$ cat src/rtl/mem_arb_pkg.sv
// rtl/mem_arb_pkg.sv - shared types and defaults for the data-memory arbiter
package mem_arb_pkg;

  typedef enum logic [1:0] {
    IDLE     = 2'd0,
    CPU_XFER = 2'd1,
    DBG_XFER = 2'd2
  } state_t;

  typedef enum logic {
    M_CPU = 1'b0,
    M_DBG = 1'b1
  } master_t;

  localparam logic [31:0] ERR_DATA_DEFAULT = 32'hDEAD_BEEF;

endpackage

$ cat src/rtl/bus_wait_timer.sv
// rtl/bus_wait_timer.sv - wait-cycle counter that flags a hung slave access
module bus_wait_timer #(
  parameter int TIMEOUT = 255,
  parameter int W       = $clog2(TIMEOUT + 1)
) (
  input  logic clk,
  input  logic rst,
  input  logic clr,
  input  logic en,
  output logic expire
);

  logic [W-1:0] count;

  always_ff @(posedge clk or posedge rst) begin
    if (rst) begin
      count <= '0;
    end else if (clr) begin
      count <= '0;
    end else if (en) begin
      count <= count + 1'b1;
    end
  end

  assign expire = (count == W'(TIMEOUT - 1));

endmodule

$ cat src/rtl/data_bus_arbiter.sv
// rtl/data_bus_arbiter.sv - CPU/debug arbiter for the single data-memory port
module data_bus_arbiter
  import mem_arb_pkg::*;
#(
  parameter bit          RR       = 1'b1,
  parameter int          TIMEOUT  = 255,
  parameter logic [31:0] ERR_DATA = ERR_DATA_DEFAULT
) (
  input  logic        clk,
  input  logic        rst_n,
  input  logic [31:0] cpu_addr,
  input  logic [31:0] cpu_wdata,
  input  logic        cpu_rd,
  input  logic        cpu_wr,
  output logic [31:0] cpu_rdata,
  output logic        cpu_stall,
  input  logic [31:0] dbg_addr,
  input  logic [31:0] dbg_wdata,
  input  logic        dbg_req,
  input  logic        dbg_we,
  output logic [31:0] dbg_rdata,
  output logic        dbg_ack,
  output logic [31:0] mem_addr,
  output logic [31:0] mem_wdata,
  output logic        mem_rd,
  output logic        mem_wr,
  input  logic [31:0] mem_rdata,
  input  logic        mem_ack,
  output logic        bus_err
);

  state_t      state, state_nxt;
  master_t     last_grant;
  logic        cpu_req, xfer, expire, completing, abort;
  logic        grant_cpu, grant_dbg;
  logic [31:0] done_data;

  assign cpu_req    = cpu_rd | cpu_wr;
  assign xfer       = (state != IDLE);
  assign completing = xfer & (mem_ack | expire);
  assign abort      = xfer & ~mem_ack & expire;
  assign done_data  = abort ? ERR_DATA : mem_rdata;
  assign cpu_stall  = cpu_req & ~((state == CPU_XFER) & completing);

  bus_wait_timer #(.TIMEOUT(TIMEOUT)) u_timer (
    .clk    (clk),
    .rst    (rst_n),
    .clr    (grant_cpu | grant_dbg),
    .en     (xfer & ~completing),
    .expire (expire)
  );

  always_ff @(posedge clk or posedge rst_n) begin
    if (rst_n) state <= IDLE;
    else       state <= state_nxt;
  end

  // Round-robin only breaks ties; a lone requester is always served.
  always_comb begin
    state_nxt = state;
    grant_cpu = 1'b0;
    grant_dbg = 1'b0;
    cpu_rdata = '0;
    dbg_rdata = '0;
    dbg_ack   = 1'b0;
    case (state)
      IDLE: begin
        if (cpu_req && (!dbg_req || (RR == 1'b0) || (last_grant == M_DBG))) begin
          grant_cpu = 1'b1;
          state_nxt = CPU_XFER;
        end else if (dbg_req) begin
          grant_dbg = 1'b1;
          state_nxt = DBG_XFER;
        end
      end
      CPU_XFER: begin
        if (completing) begin
          state_nxt = IDLE;
          cpu_rdata = done_data;
        end
      end
      DBG_XFER: begin
        if (completing) begin
          state_nxt = IDLE;
          dbg_ack   = 1'b1;
          dbg_rdata = done_data;
        end
      end
      default: state_nxt = IDLE;
    endcase
  end

  // A simultaneous read+write from the CPU is issued as a write.
  always_ff @(posedge clk or posedge rst_n) begin
    if (rst_n) begin
      last_grant <= M_DBG;
      mem_addr   <= '0;
      mem_wdata  <= '0;
      mem_rd     <= 1'b0;
      mem_wr     <= 1'b0;
      bus_err    <= 1'b0;
    end else begin
      if (grant_cpu) begin
        mem_addr  <= cpu_addr;
        mem_wdata <= cpu_wdata;
        mem_wr    <= cpu_wr;
        mem_rd    <= cpu_rd & ~cpu_wr;
      end else if (grant_dbg) begin
        mem_addr  <= dbg_addr;
        mem_wdata <= dbg_wdata;
        mem_wr    <= dbg_we;
        mem_rd    <= ~dbg_we;
      end else if (completing) begin
        mem_rd     <= 1'b0;
        mem_wr     <= 1'b0;
        last_grant <= (state == CPU_XFER) ? M_CPU : M_DBG;
      end
      if (abort) bus_err <= 1'b1;
    end
  end

endmodule

$ cat config.mk
export PLATFORM = sky130hd
export DESIGN_NAME = data_bus_arbiter
export DESIGN_NICKNAME = d
export VERILOG_FILES = /design/src/rtl/mem_arb_pkg.sv /design/src/rtl/bus_wait_timer.sv /design/src/rtl/data_bus_arbiter.sv
export SDC_FILE = /design/constraint.sdc
export NUM_CORES = 1
export LEC_CHECK = 0
export BUFFER_PORTS_ARGS = -buffer_cell sky130_fd_sc_hd__buf_2
export CAP_MARGIN = 20
export CORE_AREA = 5 5 115 117
export CTS_CLUSTER_SIZE = 25
export DETAILED_ROUTE_END_ITERATION = 10
export DIE_AREA = 0 0 120 122
export GPL_TIMING_DRIVEN = 0
export PLACE_DENSITY = 0.72
export SYNTH_ARGS = -nofsm -noshare
export SYNTH_HDL_FRONTEND = slang
export SYNTH_SLANG_ARGS = --single-unit
$ cat constraint.sdc
create_clock -name clk -period 5.1 [get_ports clk]
set_input_delay 1.02 -clock clk [delete_from_list [all_inputs] [get_ports clk]]
set_output_delay 1.02 -clock clk [all_outputs]
set_load 0.02 [all_outputs]
* Word level (Yosys, flattened, before mapping)
Cells that the tools add are included.
Storage, ports and cells: flip-flop bits (word level) 78, bits in latches 0, memory bits (writable) 0, bits in read-only memories 0, input bits 167, logic and storage cells 69, memories 0
Cells by class: add/subtract/negate cells 1, multipliers 0, divide/modulo/power cells 0, magnitude comparators 0, eq/ne operators 5, shift-type cells 0, mux-type cells 27, bitwise logic cells 17, reduce and logical (&&, ||, !) cells 11
Operators by type and width (number):
- 32-bit 2-to-1 mux | 8
- 8-bit 2-to-1 mux | 2
- 1-bit 2-to-1 mux | 13
- 8-bit by 1-bit adder with 8-bit output, second input constant | 1
- 8-bit == test, second input constant | 1
- 1-bit AND | 7
- 1-bit NOT | 7
- 2-bit 2-to-1 mux | 3
- 2-bit nonzero test | 3
- 2-bit one-hot mux with 2 select lines | 1
- 3-bit != test, second input constant | 1
- 1-bit OR | 3
- 3-bit AND reduction | 1
- 3-bit nonzero test | 1
- 2-bit by 1-bit == test with 1-bit output, second input constant | 1
- 2-bit == test, second input constant | 1
- 2-bit logical NOT | 1
- 2-bit by 1-bit != test with 1-bit output, second input constant | 1
- 2-bit AND reduction | 1
- 2-bit OR reduction | 1
- 1-bit logical AND | 1
- 1-bit logical NOT | 1
- 1-bit logical OR | 1

* Logic depth before layout (Yosys ltp)
Gate-level depths: netlist (run 1).
depth in word-level cells 7, depth in mapped cells 8

* Hierarchy
Synthesis (run 1) repeated with hierarchy kept, for this count alone.
Unflattened totals: cells, all modules 544, area total of the unflattened synthesis 4375.4 µm²
By module, submodules not included:
- data_bus_arbiter | times used 1, cells an instance 502, area each 3968.8 µm²
- bus_wait_timer | times used 1, cells an instance 42, area each 406.6 µm²

* Worst setup path before layout (run 1)
No wires, ideal clock.
path type in2out, from input port mem_ack, to output port dbg_rdata[10], arrival time 2.160 ns, data required time 4.080 ns, setup slack 1.920 ns, stages on the path 5, buffers on the path 2, cells stage by stage nor2b_1 -> buf_2 -> buf_2 -> nand2_1 -> a21boi_0
Between the ends: longest elaborated chain between the ends 6, elaborated cells between the ends (all ways) 8, classes of those cells mux (3); bitwise (5)
RTL lines:
- start: declaration | line data_bus_arbiter.sv:28 | input logic mem_ack,
- 1-bit NOT | line data_bus_arbiter.sv:41 | assign abort = xfer & ~mem_ack & expire;
- 1-bit AND (2 in series) | line data_bus_arbiter.sv:41
- 32-bit 2-to-1 mux | line data_bus_arbiter.sv:42 | assign done_data = abort ? ERR_DATA : mem_rdata;
- 32-bit 2-to-1 mux * | line data_bus_arbiter.sv:83 | if (completing) begin
- 32-bit 2-to-1 mux * | line data_bus_arbiter.sv:66 | case (state)
- end: declaration | line data_bus_arbiter.sv:21 | output logic [31:0] dbg_rdata,
Mark *: on every way between the ends. The rest lies on a longest branch, timed or not.

* Worst setup path after layout (run 1)
from input port mem_ack, to output port dbg_rdata[19]
Same word-level chain as after synthesis.

==> results of run 1 <==
[through the flow]
step	instances	hold slack [ps]
floorplan	471	466
global placement	920	449
detailed placement	921	453
CTS	937	468
global route	937	501
finish	937	462
[how the worst max path moves through the flow]
stage	cells after the start	end	slack, ps	start
final	7	dbg_rdata[19]	1560	mem_ack
after floorplan	5	dbg_rdata[10]	1920	mem_ack
after detailed placement	7	dbg_rdata[19]	1540	mem_ack
after CTS	7	dbg_rdata[19]	1540	mem_ack
after global placement	2	mem_rd$_DFFE_PP0P_	1030	rst_n
after global routing	7	dbg_rdata[19]	1430	mem_ack
[state kept, by name, summed over array words and instances, names as in the netlist]
register / count
mem_wdata: 32
bus_err: 1
mem_wr: 1
state: 2
u_timer.count: 8
mem_addr: 32
last_grant: 1
mem_rd: 1
[per-layer routing]
layer  vias to the layer above  global-route usage  part of all wire  wire [µm]
li1                       2271                   -                 -          -
met1                      2106               0.230              0.38       5870
met2                       191               0.378              0.52       8070
met3                        12              0.0543             0.084       1290
met4                         0              0.0480            0.0096        148
met5                         -                   0                 0          0
[power groups by stage]
stage | clock network [W] | logic (W) | registers [W]
after floorplan | 0 | 0.000863 | 0.00137
after detailed placement | 0 | 0.00182 | 0.00105
final | 0.000744 | 0.00180 | 0.00105
after CTS | 0.000758 | 0.00182 | 0.00105
after global placement | 0 | 0.00178 | 0.00105
after global routing | 0.000786 | 0.00197 | 0.00108
[cell type report]
type,count,area (µm²),share of cell area
repair buffers,300,1520,0.236
flip-flops and latches,78,1950,0.302
multi-input cells,347,2210,0.342
clock inverters,6,109,0.0168
inverters,9,36.3,0.00561
clock buffers,10,239,0.0370
well taps,150,188,0.0290
plain buffers,37,206,0.0319
[cell usage in the layout (no fill, tap or decap), types with 2 or more instances in the layout]
| master | netlist | final |
|---|---|---|
| o21ai_0 | 3 | 3 |
| xor2_1 | 2 | 2 |
| nand2_1 | 30 | 30 |
| a21boi_1 | 10 | 10 |
| nand4b_1 | 2 | 2 |
| clkinv_2 | 0 | 2 |
| buf_2 | 18 | 317 |
| inv_1 | 9 | 8 |
| nand2b_1 | 2 | 2 |
| nand3_1 | 7 | 7 |
| mux2i_1 | 66 | 66 |
| bufinv_16 | 0 | 3 |
| buf_8 | 2 | 2 |
| nor2_1 | 70 | 70 |
| and3_1 | 21 | 21 |
| dfrtp_1 | 77 | 77 |
| clkbuf_1 | 12 | 12 |
| a21boi_0 | 36 | 36 |
| xnor2_1 | 2 | 2 |
| o211ai_1 | 2 | 2 |
| buf_4 | 4 | 4 |
| o31ai_1 | 2 | 2 |
| clkbuf_16 | 0 | 9 |
| ha_1 | 5 | 5 |
| a21oi_1 | 68 | 68 |
[worst max-delay path, stage by stage]
cell	delay (ps)
buf_2	150
nor2b_1	240
buf_2	250
buf_2	240
nand2_1	80
a21boi_0	290
buf_2	230
[cells by family (layout without fill, tap and decap cells)]
| logic type | after synthesis | count (layout) | synth area share |
|---|---|---|---|
| AOI/OAI and AO/OA | 130 | 130 | 0.184 |
| xor gates and xnor gates | 4 | 4 | 0.00796 |
| adders and majority gates | 5 | 5 | 0.0142 |
| buffers and inverters | 46 | 362 | 0.0546 |
| DFF | 78 | 78 | 0.444 |
| muxes | 66 | 66 | 0.150 |
| and+or+nand+nor | 142 | 142 | 0.146 |
==> run_results.csv, run 1 <==
group,metric,value,unit
status,status,"finished, final reports clean",
timing,rsz0062_at_grt,"no",
die,coreArea,12300,µm²
timing,fin_tns_setup,0,ps
layout,drive_above_1_share,0.441,
setup_path,end_kind,"output pin",
layout,fill_cells,1186,
detailed_routing,vias,4580,
synth,avgSynthCellArea,9.35,µm²
placement,place_ws,1540,ps
global_route,grt_max_degree,49,
placement,placed_area,6120,µm²
synth,syn_inst,471,
clocking,clk_pin_slew,60,ps
power,clockPowerShare,0.207,
global_route,grt_pass1_vias,4749,
detailed_routing,drtPass1Iterations,4,
setup_path,r2r-start,"state[1]$_DFFE_PP0P_",
detailed_routing,antenna_left,0,
die,initial_core_util,0.359,
power,p_switching,0.00153,W
timing,finClkSkew,9.41,ps
setup_path,worst_r2r_endpoint,"mem_addr[13]$_DFFE_PP0P_",
setup_path,crit_fanout,10,
die,rows,41,
timing,fin_crit_sh,0.694,
detailed_routing,wl_per_cell,16.4,µm
setup_path,arrival,2520,ps
global_route,gr-total-overflow,0,
synth,seq_area_frac_synth,0.444,
power,p_sw_frac,0.428,
timing,hold_violations,0,
layout,utilization,0.527,
layout,syn_to_final_growth,46.8,%
power,p_int,0.00205,W
synth,yosysMostFrequentCell,"dfrtp_1",
die,die_w,120,µm
power,p_comb_frac,0.501,
timing,setup_viol_count_final,0,
detailed_routing,post-route-drc-count,0,
power,power.density,555,nW/µm²
power,peakVddDrop,0.000284,V
clocking,insertion_delay,330,ps
clocking,cts-resized-gates,0,
setup_path,worstPathRequired,4080,ps
placement,portBuffers,299,
global_route,grt_pass1_wl,23600,µm
timing,slew_headroom,0.650,
synth,syn_nets,643,
synth,ys_top_cells_by_count,"dfrtp_1, nor2_1, a21oi_1, mux2i_1, a21boi_0",
global_route,antenna_found_initial,0,
job,maxCapViolations,0,
synth,synth_top_cells_by_area,"dfrtp_1, mux2i_1, a21oi_1",
placement,globalplace.congestion,0.795,
hold_path,worstHoldPathCells,1,
power,p_leak,3.49,nW
clocking,htree_levels,3,
synth,yosysTopAreaCellShare,0.438,
synth,ys_ff_latch,78,
power,seqPwrFrac,0.292,
placement,dp_hpwl,12400,µm
detailed_routing,via_per_inst,4.89,
clocking,clk_path_buf_depth,2,
die,dieArea,14600,µm²
synth,synth_warnings,0,
hold_path,hold_path.class,"flop to flop",
synth,synth_top_flop_cell,"dfrtp_1",
hold_path,min-delay-start,"bus_err$_DFFE_PP0P_",
detailed_routing,drt-total-wl,15400,µm
power,power,0.00359,W
synth,syn-cell-area,4400,µm²
timing,fmax,283,MHz
clocking,tritoncts,"done",
synth,async_reset_ff_frac,1.00,
layout,final_cell_area,6460,µm²
clocking,cts_buffers,9,
setup_path,crit_type,"input port to output pin",
detailed_routing,drt_iter0_drc,139,
timing,tightestPinTransition,524,ps
timing,fin_crit,3540,ps
timing,setup_slack,1560,ps
clocking,cts_hold_buf,0,
layout,n_antenna_cell,0,
synth,synth_cell_types,43,
clocking,post-cts-setup-buffer-count,0,
global_route,globalRouteTotalUtil,0.203,
setup_path,ff2ff_setup_slack,3060,ps
hold_path,min_to,"bus_err$_DFFE_PP0P_",
setup_path,startpoint_type,"input port",
synth,yosys.area.top_type,"dfrtp_1",
clocking,clock-root-buffer,"clkbuf_16",
timing,drv_slew,0,
layout,final_nets,954,
die,io_pins,300,
clocking,clkSinkCount,78,
setup_path,reg2reg_depth,7,
synth,synth_edf_count,0,
die,fp.dieH,122,µm
(Power assumes the default switching activity.)
==> run 2, diff against run 1 <==
--- a/config.mk
+++ b/config.mk
@@ -7,12 +7,13 @@
 export LEC_CHECK = 0
 export BUFFER_PORTS_ARGS = -buffer_cell sky130_fd_sc_hd__buf_2
 export CAP_MARGIN = 20
-export CORE_AREA = 5 5 115 117
+export CORE_ASPECT_RATIO = 1.75
+export CORE_MARGIN = 5
+export CORE_UTILIZATION = 38
 export CTS_CLUSTER_SIZE = 25
 export DETAILED_ROUTE_END_ITERATION = 10
-export DIE_AREA = 0 0 120 122
 export GPL_TIMING_DRIVEN = 0
-export PLACE_DENSITY = 0.72
+export PLACE_DENSITY = 0.77
 export SYNTH_ARGS = -nofsm -noshare
 export SYNTH_HDL_FRONTEND = slang
 export SYNTH_SLANG_ARGS = --single-unit
==> constraint.sdc (replaced) <==
create_clock -name clk -period 3.1 [get_ports clk]
set_input_delay 0.62 -clock clk [delete_from_list [all_inputs] [get_ports clk]]
set_output_delay 0.62 -clock clk [all_outputs]
set_load 0.02 [all_outputs]
==> run_results.csv, run 2 (same netlist as run 1, synthesis figures left out) <==
group,metric,value,unit
die,dieArea,13900,µm²
die,rows,52,
die,io_pins,300,
timing,setup_viol_count_final,0,
layout,layout_common_cells,"buf_2, dfrtp_1, nor2_1, a21oi_1, mux2i_1",
layout,multi_input_area,2210,µm²
global_route,globalRouteTotalUtil,0.223,
power,power,0.00582,W
timing,fin_crit_sh,0.950,
detailed_routing,drtPass1Iterations,4,
clocking,clk_path_buf_depth,2,
detailed_routing,post-route-drc-count,0,
placement,dp_hpwl,12900,µm
setup_path,arrival,2320,ps
detailed_routing,via_per_inst,5.00,
clocking,clkSinkCount,78,
setup_path,end_kind,"output pin",
detailed_routing,vias,4602,
setup_path,r2r-start,"state[0]$_DFFE_PP0P_",
setup_path,startpoint_type,"flop",
setup_path,crit_type,"flop to output pin",
timing,finClkSkew,8.76,ps
layout,seq_area,1950,µm²
clocking,clock-root-buffer,"clkbuf_16",
hold_path,hold_path.class,"input port to async pin",
timing,rsz0062_at_grt,"no",
setup_path,startpoint,"state[0]$_DFFE_PP0P_",
layout,drive_above_1_share,0.441,
global_route,grt_max_degree,46,
die,fp.dieH,152,µm
global_route,gr-total-overflow,0,
layout,reg_top3,"mem_addr (32), mem_wdata (32), u_timer.count (8)",
detailed_routing,drt-total-wl,15700,µm
setup_path,worstPathRequired,2480,ps
die,initial_core_util,0.385,
setup_path,reg2reg_depth,7,
power,p_leak,3.47,nW
detailed_routing,antenna_left,0,
timing,hold_violations,0,
timing,slew_headroom,0.602,
layout,final_nets,954,
setup_path,crit_end,"dbg_rdata[23]",
clocking,cts_buffers,9,
die,coreArea,11500,µm²
layout,n_antenna_cell,0,
layout,fill_cells,1117,
timing,drv_slew,0,
timing,fmax,340,MHz
placement,globalplace.congestion,0.850,
die,die_w,91.4,µm
global_route,antenna_found_initial,0,
clocking,post-cts-setup-buffer-count,0,
setup_path,crit_fanout,10,
timing,tightestPinTransition,598,ps
placement,portBuffers,299,
clocking,clk_pin_slew,60,ps
clocking,tritoncts,"done",
status,status,"finished, final reports clean",
layout,syn_to_final_growth,45.7,%
global_route,grt_pass1_vias,4998,
power,peakVddDrop,0.000621,V
job,maxCapViolations,0,
setup_path,worst_r2r_endpoint,"mem_addr[14]$_DFFE_PP0P_",
clocking,insertion_delay,330,ps
setup_path,ff2ff_setup_slack,1180,ps
detailed_routing,drt_iter0_drc,140,
clocking,htree_levels,3,
power,power.density,907,nW/µm²
placement,placed_area,6100,µm²
layout,final_common_cell,"buf_2",
global_route,grt_pass1_wl,25100,µm
timing,fin_crit,2940,ps
detailed_routing,wl_per_cell,17.1,µm
layout,final_cell_area,6410,µm²
## run 2: layout make-up
class	instances	share of cell area
flip-flops and latches	78	0.304
inverters	9	0.00566
plain buffers	37	0.0326
clock buffers	10	0.0373
well taps	135	0.0263
repair buffers	300	0.238
clock inverters	4	0.0113
multi-input cells	347	0.345
## run 2: per-stage QoR
stage	cells	TNS (ps)	hold slack [ps]	worst slack, ps	util
CTS	920	0	320	4.34	0.560
detailed placement	906	0	455	126	0.533
floorplan	471	0	466	487	-
finish	920	0	322	156	0.560
global placement	905	-46220	446	-605	0.530
global route	920	0	350	32.9	0.560
## run 2: what timing repair did
action                                  CTS  global route
hold buffers                              0             0
resized for setup                         1             3
endpoints found under the setup margin    1             2
## run 2: how the worst min path moves through the flow
stage	startpoint	end	cells after the start
after floorplan	last_grant$_DFFE_PP1P_	last_grant$_DFFE_PP1P_	2
after global placement	bus_err$_DFFE_PP0P_	bus_err$_DFFE_PP0P_	1
after detailed placement	bus_err$_DFFE_PP0P_	bus_err$_DFFE_PP0P_	1
after CTS	rst_n	mem_wdata[2]$_DFFE_PP0P_	2
after global routing	rst_n	mem_wdata[2]$_DFFE_PP0P_	2
final	rst_n	mem_wdata[2]$_DFFE_PP0P_	2
## run 2: layer usage
layer | vias to the layer above | share of wire | GRT usage
met5 | - | 0 | 0
met3 | 30 | 0.093 | 0.0667
met2 | 222 | 0.54 | 0.426
li1 | 2267 | - | -
met4 | 0 | 0.033 | 0.0909
met1 | 2083 | 0.33 | 0.216
## run 2: report_power, final
part / switching, W / internal (W) / leakage, nW / total (W)
clock network: 0.000401 / 0.000717 / 0.150 / 0.00112
logic: 0.00189 / 0.00109 / 2.42 / 0.00298
registers: 0.000241 / 0.00148 / 0.898 / 0.00172
total: 0.00253 / 0.00329 / 3.47 / 0.00582
## run 2: worst max-delay path, cell delays in order (launching register included)
cell and delay [ps]:
dfrtp_1 370, inv_1 70, ha_1 240, nor2b_2 180, clkbuf_4 220, buf_2 230, nand2_1 160, a21boi_1 290
buf_2 220
